==> config.mk <==
export PLATFORM = sky130hd
export DESIGN_NAME = reimu_shot_pool_flat
export DESIGN_NICKNAME = d
export VERILOG_FILES = /design/src/rtl/reimu_shot_pool_pkg.sv /design/src/rtl/reimu_shot_pool_if.sv /design/src/rtl/reimu_shot_pool_alloc.sv /design/src/rtl/reimu_shot_pool.sv /design/src/flat_wrapper.sv
export SDC_FILE = /design/constraint.sdc
export NUM_CORES = 1
export LEC_CHECK = 0
export BUFFER_PORTS_ARGS = -buffer_cell sky130_fd_sc_hd__buf_2
export CORE_UTILIZATION = 54
export DETAILED_ROUTE_END_ITERATION = 10
export PLACE_DENSITY = 0.91
export SLEW_MARGIN = 40
export SYNTH_ARGS = -nofsm -noshare
export SYNTH_HDL_FRONTEND = slang
export SYNTH_SLANG_ARGS = --single-unit
==> constraint.sdc <==
create_clock -name clk22 -period 2.5 [get_ports clk22]
set_input_delay 0 -clock clk22 [delete_from_list [all_inputs] [get_ports clk22]]
set_output_delay 0 -clock clk22 [all_outputs]
set_load 0.05 [all_outputs]
==> src/rtl/reimu_shot_pool_pkg.sv <==
// Shared game constants and types for the player-shot pool.
// Playfield bounds are also used by the player-position block and the renderer.
package reimu_shot_pool_pkg;

    localparam int COORD_W = 10;
    localparam int Y_TOP   = 25;
    localparam int Y_BOT   = 465;
    localparam int X_MIN   = 24;
    localparam int X_MAX   = 430;

    typedef logic [COORD_W-1:0] coord_t;

    // One pool slot: active flag plus position.
    typedef struct packed {
        logic   valid;
        coord_t x;
        coord_t y;
    } shot_t;

    // Spawn height above the player, saturating at the playfield top.
    // The compare is widened by one bit so top+dy cannot wrap.
    function automatic coord_t calc_spawn_y(coord_t py, coord_t dy, coord_t top);
        logic [COORD_W:0] lim;
        lim = {1'b0, top} + {1'b0, dy};
        return ({1'b0, py} >= lim) ? coord_t'(py - dy) : top;
    endfunction

endpackage

==> src/rtl/reimu_shot_pool_if.sv <==
// Shot-pool bus: player/fire/collision inputs in, flat shot pool out.
//   master: drives gamestart, fire, reimux, reimuy, hit_valid, hit_idx
//   slave : the pool itself; drives shot_valid, shot_x, shot_y, shot_drop
interface reimu_shot_pool_if #(
    parameter int NSHOT = 8
);
    import reimu_shot_pool_pkg::*;

    localparam int IDXW = (NSHOT > 1) ? $clog2(NSHOT) : 1;

    logic                     gamestart;
    logic                     fire;
    coord_t                   reimux;
    coord_t                   reimuy;
    logic                     hit_valid;
    logic [IDXW-1:0]          hit_idx;
    logic [NSHOT-1:0]         shot_valid;
    logic [NSHOT*COORD_W-1:0] shot_x;
    logic [NSHOT*COORD_W-1:0] shot_y;
    logic                     shot_drop;

    modport master (
        output gamestart, fire, reimux, reimuy, hit_valid, hit_idx,
        input  shot_valid, shot_x, shot_y, shot_drop
    );

    modport slave (
        input  gamestart, fire, reimux, reimuy, hit_valid, hit_idx,
        output shot_valid, shot_x, shot_y, shot_drop
    );

endinterface

==> src/rtl/reimu_shot_pool_alloc.sv <==
// Lowest-index free-slot priority encoder (combinational).
//   free_mask in  : 1 = slot free
//   free_any  out : at least one slot free
//   free_idx  out : lowest free slot index (0 when none free)
module reimu_shot_alloc
    import reimu_shot_pool_pkg::*;
#(
    parameter int NSHOT = 8,
    parameter int IDXW  = 3
) (
    input  logic [NSHOT-1:0] free_mask,
    output logic             free_any,
    output logic [IDXW-1:0]  free_idx
);

    // Scan high to low so the lowest set bit wins.
    always_comb begin
        free_any = |free_mask;
        free_idx = '0;
        for (int i = NSHOT - 1; i >= 0; i--) begin
            if (free_mask[i]) free_idx = IDXW'(i);
        end
    end

endmodule

==> src/rtl/reimu_shot_pool.sv <==
// Player-shot manager: spawns shots above the player on fire, moves them up
// SHOT_SPEED per tick, retires them at the top or on a collision hit.
//   clk22 : game tick clock
//   rst   : synchronous active-high reset (bus.gamestart has the same effect)
//   bus   : slave side of reimu_shot_pool_if (inputs + flat shot pool out)
module reimu_shot_pool #(
    parameter int NSHOT       = 8,
    parameter int SHOT_SPEED  = 12,
    parameter int FIRE_PERIOD = 4,
    parameter int SPAWN_DY    = 16,
    parameter int Y_TOP       = reimu_shot_pool_pkg::Y_TOP
) (
    input  logic             clk22,
    input  logic             rst,
    reimu_shot_pool_if.slave bus
);
    import reimu_shot_pool_pkg::*;

    localparam int     IDXW      = (NSHOT > 1) ? $clog2(NSHOT) : 1;
    localparam int     CDW       = $clog2(FIRE_PERIOD) + 1;
    localparam coord_t RETIRE_Y  = coord_t'(Y_TOP + SHOT_SPEED);
    localparam coord_t SPEED_C   = coord_t'(SHOT_SPEED);
    localparam coord_t DY_C      = coord_t'(SPAWN_DY);
    localparam coord_t TOP_C     = coord_t'(Y_TOP);
    localparam logic [CDW-1:0] CD_RELOAD = CDW'(FIRE_PERIOD - 1);

    logic               clr;
    logic [NSHOT-1:0]   valid_q;
    logic               free_any;
    logic [IDXW-1:0]    free_idx;
    logic               want;
    logic               spawn;
    coord_t             spawn_y;
    logic [CDW-1:0]     cooldown;
    logic               drop_q;

    assign clr     = rst | bus.gamestart;
    assign want    = bus.fire && (cooldown == '0);
    // Search uses registered valids only, so same-cycle frees are not reused.
    assign spawn   = want && free_any;
    assign spawn_y = calc_spawn_y(bus.reimuy, DY_C, TOP_C);

    reimu_shot_alloc #(
        .NSHOT (NSHOT),
        .IDXW  (IDXW)
    ) u_alloc (
        .free_mask (~valid_q),
        .free_any  (free_any),
        .free_idx  (free_idx)
    );

    // A full pool leaves cooldown at 0 so the spawn goes out the first
    // cycle a slot frees up.
    always_ff @(posedge clk22) begin
        if (clr) begin
            cooldown <= '0;
            drop_q   <= 1'b0;
        end else begin
            drop_q <= want && !free_any;
            if (spawn)                cooldown <= CD_RELOAD;
            else if (cooldown != '0)  cooldown <= cooldown - 1'b1;
        end
    end

    assign bus.shot_drop = drop_q;

    for (genvar i = 0; i < NSHOT; i++) begin : g_slot
        shot_t s;

        always_ff @(posedge clk22) begin
            if (clr) begin
                s <= '0;
            end else if (s.valid) begin
                // Retire compare precedes the subtract, so y never wraps.
                if (bus.hit_valid && bus.hit_idx == IDXW'(i)) s.valid <= 1'b0;
                else if (s.y <= RETIRE_Y)                     s.valid <= 1'b0;
                else                                          s.y     <= s.y - SPEED_C;
            end else if (spawn && free_idx == IDXW'(i)) begin
                s.valid <= 1'b1;
                s.x     <= bus.reimux;
                s.y     <= spawn_y;
            end
        end

        assign valid_q[i]                       = s.valid;
        assign bus.shot_x[i*COORD_W +: COORD_W] = s.x;
        assign bus.shot_y[i*COORD_W +: COORD_W] = s.y;
    end

    assign bus.shot_valid = valid_q;

endmodule

==> src/flat_wrapper.sv <==
// flat-port wrapper written by rule: the top's interface ports become plain ports
module reimu_shot_pool_flat import reimu_shot_pool_pkg::*;
#(
    parameter int NSHOT       = 8,
    parameter int SHOT_SPEED  = 12,
    parameter int FIRE_PERIOD = 4,
    parameter int SPAWN_DY    = 16,
    parameter int Y_TOP       = reimu_shot_pool_pkg::Y_TOP
)
  (clk22, rst, bus_gamestart, bus_fire, bus_reimux, bus_reimuy, bus_hit_valid, bus_hit_idx, bus_shot_valid, bus_shot_x, bus_shot_y, bus_shot_drop);
  reimu_shot_pool_if #(.NSHOT(NSHOT)) bus_i ();
  input  logic clk22;
  input  logic rst;
  input wire logic [$bits(bus_i.gamestart)-1:0] bus_gamestart;
  input wire logic [$bits(bus_i.fire)-1:0] bus_fire;
  input wire logic [$bits(bus_i.reimux)-1:0] bus_reimux;
  input wire logic [$bits(bus_i.reimuy)-1:0] bus_reimuy;
  input wire logic [$bits(bus_i.hit_valid)-1:0] bus_hit_valid;
  input wire logic [$bits(bus_i.hit_idx)-1:0] bus_hit_idx;
  output wire logic [$bits(bus_i.shot_valid)-1:0] bus_shot_valid;
  output wire logic [$bits(bus_i.shot_x)-1:0] bus_shot_x;
  output wire logic [$bits(bus_i.shot_y)-1:0] bus_shot_y;
  output wire logic [$bits(bus_i.shot_drop)-1:0] bus_shot_drop;
  assign bus_i.gamestart = bus_gamestart;
  assign bus_i.fire = bus_fire;
  assign bus_i.reimux = bus_reimux;
  assign bus_i.reimuy = bus_reimuy;
  assign bus_i.hit_valid = bus_hit_valid;
  assign bus_i.hit_idx = bus_hit_idx;
  assign bus_shot_valid = bus_i.shot_valid;
  assign bus_shot_x = bus_i.shot_x;
  assign bus_shot_y = bus_i.shot_y;
  assign bus_shot_drop = bus_i.shot_drop;
  reimu_shot_pool #(.NSHOT(NSHOT), .SHOT_SPEED(SHOT_SPEED), .FIRE_PERIOD(FIRE_PERIOD), .SPAWN_DY(SPAWN_DY), .Y_TOP(Y_TOP)) u_core (.clk22(clk22), .rst(rst), .bus(bus_i));
endmodule
Word-level counts from Yosys, hierarchy flattened. Index checks and enable logic that the tools add are counted.

Memories kept: 0. Register bits after elaboration: 172. Bits in latches: 0. Input port bits: 28. Logic and storage cells: 204. Memory bits (writable): 0. Memory bits (read-only): 0. Output and inout bits: 169.

Reduce and logical (&&, ||, !) cells: 51. Equal/unequal tests: 30. Multipliers: 0. Shift-type cells: 0. $add $sub $neg: 10. Bitwise operators: 10. Multiplexer cells: 67. Magnitude comparators: 9. Div/mod/pow operators: 0.

Operators by type and width (count): 10-bit 2-to-1 mux (25); 21-bit 2-to-1 mux (8); 10-bit by 6-bit <= comparator with 1-bit output (second input constant) (8); 10-bit by 4-bit subtractor with 10-bit output (second input constant) (8); 2-bit != test (second input constant) (16); 3-bit == test (second input constant) (8); 1-bit 2-to-1 mux (24); 3-bit 2-to-1 mux (8); 3-bit AND reduction (8); 1-bit logical AND (19); 2-bit nonzero test (9); 2-bit AND reduction (8); 3-bit by 2-bit == test with 1-bit output (second input constant) (4); 10-bit by 6-bit greater-or-equal comparator with 1-bit output (second input constant) (1); 10-bit by 5-bit subtractor with 10-bit output (second input constant) (1); 3-bit zero test (3); 1-bit NOT (8); 8-bit NOT (1); 8-bit OR reduction (1); 3-bit by 1-bit == test with 1-bit output (second input constant) (2); 2-bit 2-to-1 mux (2); 3-bit nonzero test (1); 3-bit by 1-bit subtractor with 3-bit output (second input constant) (1); 2-bit OR reduction (1); 2 further kinds (2).

Depth between registers and ports, before layout.
Depth in word-level cells: 13. Gate-level depth with buffers: 10. Mapped depth without buffers: 7.

By module. From an unflattened synthesis, not the netlist that was laid out.

Cell total of the unflattened synthesis: 1024. Area, all modules: 8375.5 µm².

Modules (own cells, without submodules): reimu_shot_pool (cells each 1011, times used 1, area an instance 8294.2 µm², sequential area each 3443.3 µm²); reimu_shot_alloc (cells each 13, times used 1, area an instance 81.3 µm², sequential area each 0.0 µm²).

Least setup slack after synthesis. OpenSTA, ideal clock, no wires.

Path kind: register to register. From: reg u_core.g_slot[4].s, in the netlist u_core.bus.shot_y[43]. To: reg u_core.g_slot[4].s, in the netlist u_core.bus.shot_y[47]. Required time: 2.426 ns. Cell stages (with the launch flop): 8. Path buffers: 0. Slack: 0.180 ns. Setup time: 0.074 ns. Period minus slack after synthesis: 2.320 ns. Arrival: 2.246 ns. Cell sequence: dfxtp_1 > inv_1 > ha_1 > a211o_1 > o22a_1 > o41ai_2 > o21ai_0 > a31oi_1.

Cells in the longest elaborated chain, start to end: 4. Elaborated cells between the ends (all ways): 7. Those cells by class: 1 x add/sub; 1 x order compare; 1 x eq/ne; 3 x mux; 1 x reduce/logical.

Ends and longest elaborated chain: start: declaration (line reimu_shot_pool.sv:68) `shot_t s;`; 10-bit by 4-bit subtractor with 10-bit output (line reimu_shot_pool.sv:77) `else s.y <= s.y - SPEED_C;`; 10-bit 2-to-1 mux (line reimu_shot_pool.sv:76) `else if (s.y <= RETIRE_Y) s.valid <= 1'b0;`; 10-bit 2-to-1 mux (line reimu_shot_pool.sv:75) `if (bus.hit_valid && bus.hit_idx == IDXW'(i)) s.valid <= 1'b0;`; 10-bit 2-to-1 mux (line reimu_shot_pool.sv:73) `end else if (s.valid) begin`.

Parallel ways exist; a longest one is shown, timed or not. The select of a mux whose other input is x is not followed. A chain may end at the register's enable or synchronous reset.

Worst setup path in the final report.
From: reg u_core.cooldown[0]. To: reg u_core.g_slot[6].s, in the netlist u_core.bus.shot_x[69].

Cells in the longest elaborated chain, start to end: 5.

Ends and longest elaborated chain: start: declaration (line reimu_shot_pool.sv:34) `logic [CDW-1:0] cooldown;`; start signal: assignment (line reimu_shot_pool.sv:61) `else if (cooldown != '0) cooldown <= cooldown - 1'b1;`; 3-bit zero test (line reimu_shot_pool.sv:38) `assign want = bus.fire && (cooldown == '0);`; 1-bit logical AND (line reimu_shot_pool.sv:38); 1-bit logical AND (line reimu_shot_pool.sv:40) `assign spawn = want && free_any;`; 1-bit logical AND (line reimu_shot_pool.sv:78) `end else if (spawn && free_idx == IDXW'(i)) begin`; 2-bit AND reduction (no line); end: declaration (line reimu_shot_pool.sv:68).

No other way between the ends.

==> out/results.ini <==
[status]
outcome=completed

[hold_path]
worstHoldPathType=input pin to flop

[setup_path]
critical_path_class=flop to flop
cp.arrival_ns=2.58
startpoint_type=flop
path_cells=inv_1, ha_1, nand3b_4, nor4_1, nand2b_1, buf_4, nand2_1, a21oi_1
crit_family=simple AND/OR/NAND/NOR gates
cp_max_fo=12
cp.required_ns=2.81
path_buf_inv=2
slowest_delay_ns=0.49
endpoint_kind=flop
slowest_stage=nor4_1

[pwr]
clock_power_share_pct=44.0
p_int_w=0.00434
p_per_area_nw_per_um2=591
vdd_drop_max_v=0.000521
power_frac_comb_pct=8.8
switching_power_w=0.00155
seqPwrFrac_pct=47.2
p_leak_nw=4.12
swShare_pct=26.3

[timing]
slew_viol_final=0
worst_pin_slew_ns=0.804
max-slew-margin-rel_pct=46.2
hold_violations=0
post-route-min-period_ns=2.26
rsz0062_at_grt=no
skew_ns=0.0102
fin_crit_sh_pct=90.4
fmax_ghz=0.442
setup_viol=0
fin_setup_tns_ns=0

[final_layout]
diodes=0
drive_above_1_share_pct=23.7
area_growth_pct=22.7
fin_nets=1251
fin_cells=1398
final_cell_mix=nand2_1, buf_2, dfxtp_1
final_common_cell=nand2_1

[place]
place.detailed.hpwl_mm=17.9
portBuffers=196
place_congestion=0.924
placed_cells=1355

[synth]
synth-seq-cells=172
yosysTopAreaCell=dfxtp_1
yosysWarnings=0
synth-seq-area-share_pct=42.4
netlist_instances=1014
synth_top_area_share_pct=42.4
synth_cell_types=80
syn_area_sq_um=8120
synth_edf_count=0
synth_flop_cell=dfxtp_1
syn_area_per_cell_sq_um=8.01
synth_nets=1063
synth_area_leaders=dfxtp_1, nand2_1, a21oi_1
async_flop_share_pct=0

[clock_tree]
path_clk_slew_ns=0.07
cts_tree=done
htree_levels=4
cts_sinks=172
root_buffer=clkbuf_16
post_cts_buffers=0
clk_latency_ns=0.44
cts_hold_buf=11
cts_max_path_buffers=2
cts_resized=0
cts_buffers=17

[floorplan]
initial_core_util_pct=55.7
coreArea_sq_um=14600
die_h_microns=125
die_area_sq_um=15500
core.rowCount=44
die_w_microns=125
pin_count=197

[drt]
viasPerCell=6.26
route.detailed.drc=0
ant_nets=0
avgRoutedWirePerCell_microns=19.1
num_vias=8752
first_pass_iters=8
initialDrtViolationCount=1032
drt_wl_total_mm=26.7

[global_routing]
grt_max_degree=74
grt_use_total_pct=33.8
overflow=0
first_global_vias=8054
antenna_found_initial=0
grt_pass1_wl_mm=42.0

[flow_run]
drv_cap=0

## metrics by stage
stage	hold slack, ns	instance area, sq um	total power (W)	utilization, %	worst slack [ns]
after floorplan	0.255	8120	0.00316	-	0.180
after global placement	0.344	9270	0.00331	63.6	0.435
after detailed placement	0.349	9270	0.00332	63.6	0.335
after CTS	0.0729	9950	0.00586	68.2	0.288
after global routing	0.0993	9970	0.00605	68.4	0.0631
final	0.0898	9970	0.00589	68.4	0.239
## cells by family after synthesis
logic type                 Yosys count  synth area share [%]
xor gates and xnor gates            13                  1.40
AOI/OAI and AO/OA                  315                  24.9
muxes                                3                 0.370
buffers and inverters               97                  5.34
and+or+nand+nor                    393                  22.3
DFF                                172                  42.4
adders and majority gates           21                  3.23
## power by group through the flow
stage | Clock (W) | Combinational, W | Sequential, W
2_1_floorplan | 0 | 0.000256 | 0.00290
4_1_cts | 0.00258 | 0.000495 | 0.00278
3_5_place_dp | 0 | 0.000476 | 0.00284
3_3_place_gp | 0 | 0.000470 | 0.00284
6_report | 0.00259 | 0.000516 | 0.00278
5_1_grt | 0.00272 | 0.000545 | 0.00278
## final timing paths
kind / start / to / slack (ns) / cells past startpoint
worst min register to register: u_core.bus.shot_x[10]$_SDFFE_PP0P_ / u_core.bus.shot_x[10]$_SDFFE_PP0P_ / 0.45 / 2
worst max-delay path: u_core.cooldown[0]$_SDFFE_PP0P_ / u_core.bus.shot_x[69]$_SDFFE_PP0P_ / 0.24 / 8
worst min-delay path: bus_reimuy[4] / u_core.bus.shot_y[14]$_SDFFE_PP0P_ / 0.09 / 4
worst max register to register: u_core.cooldown[0]$_SDFFE_PP0P_ / u_core.bus.shot_x[69]$_SDFFE_PP0P_ / 0.24 / 8
## routing by layer
metal / vias to the layer above / routed length [microns] / track usage (%)
li1: 4002 / - / -
met1: 4081 / 10200 / 41.9
met2: 586 / 12400 / 54.1
met3: 83 / 3260 / 11.5
met4: 0 / 794 / 12.5
met5: - / 0 / 0
## cells in the mapped netlist (7+ instances only)
library cell	count
o21ai_0	25
o22ai_1	8
ha_1	21
dfxtp_1	172
a21o_1	13
a21oi_1	142
nand3_1	28
clkbuf_1	45
or3_1	10
nor3_1	30
nand2b_1	10
a211oi_1	19
nor4_1	9
a21boi_0	9
buf_2	18
a22oi_1	7
inv_1	25
nand2_1	218
a2bb2oi_1	11
nor2_1	41
a31oi_1	21
xnor2_1	13
## area by class of cell
type | count | area [sq um]
fill | 1181 | 4620
sequential | 172 | 3440
tap | 184 | 230
clock buffer | 19 | 453
clock inverter | 12 | 113
multi-input combinational | 745 | 4270
timing repair buffer | 241 | 1370
inverter | 25 | 93.8
## state kept, by name (all words and copies together) (netlist names)
name and cells:
u_core.bus.shot_x 80, u_core.bus.shot_drop 1, u_core.bus.shot_valid 8, u_core.bus.shot_y 80, u_core.cooldown 3
## tightest hold or removal path: stages
cell and delay [ns]:
buf_2 0.14, nand2b_1 0.15, a21oi_1 0.09, a21oi_1 0.11
(Power assumes the default switching activity.)
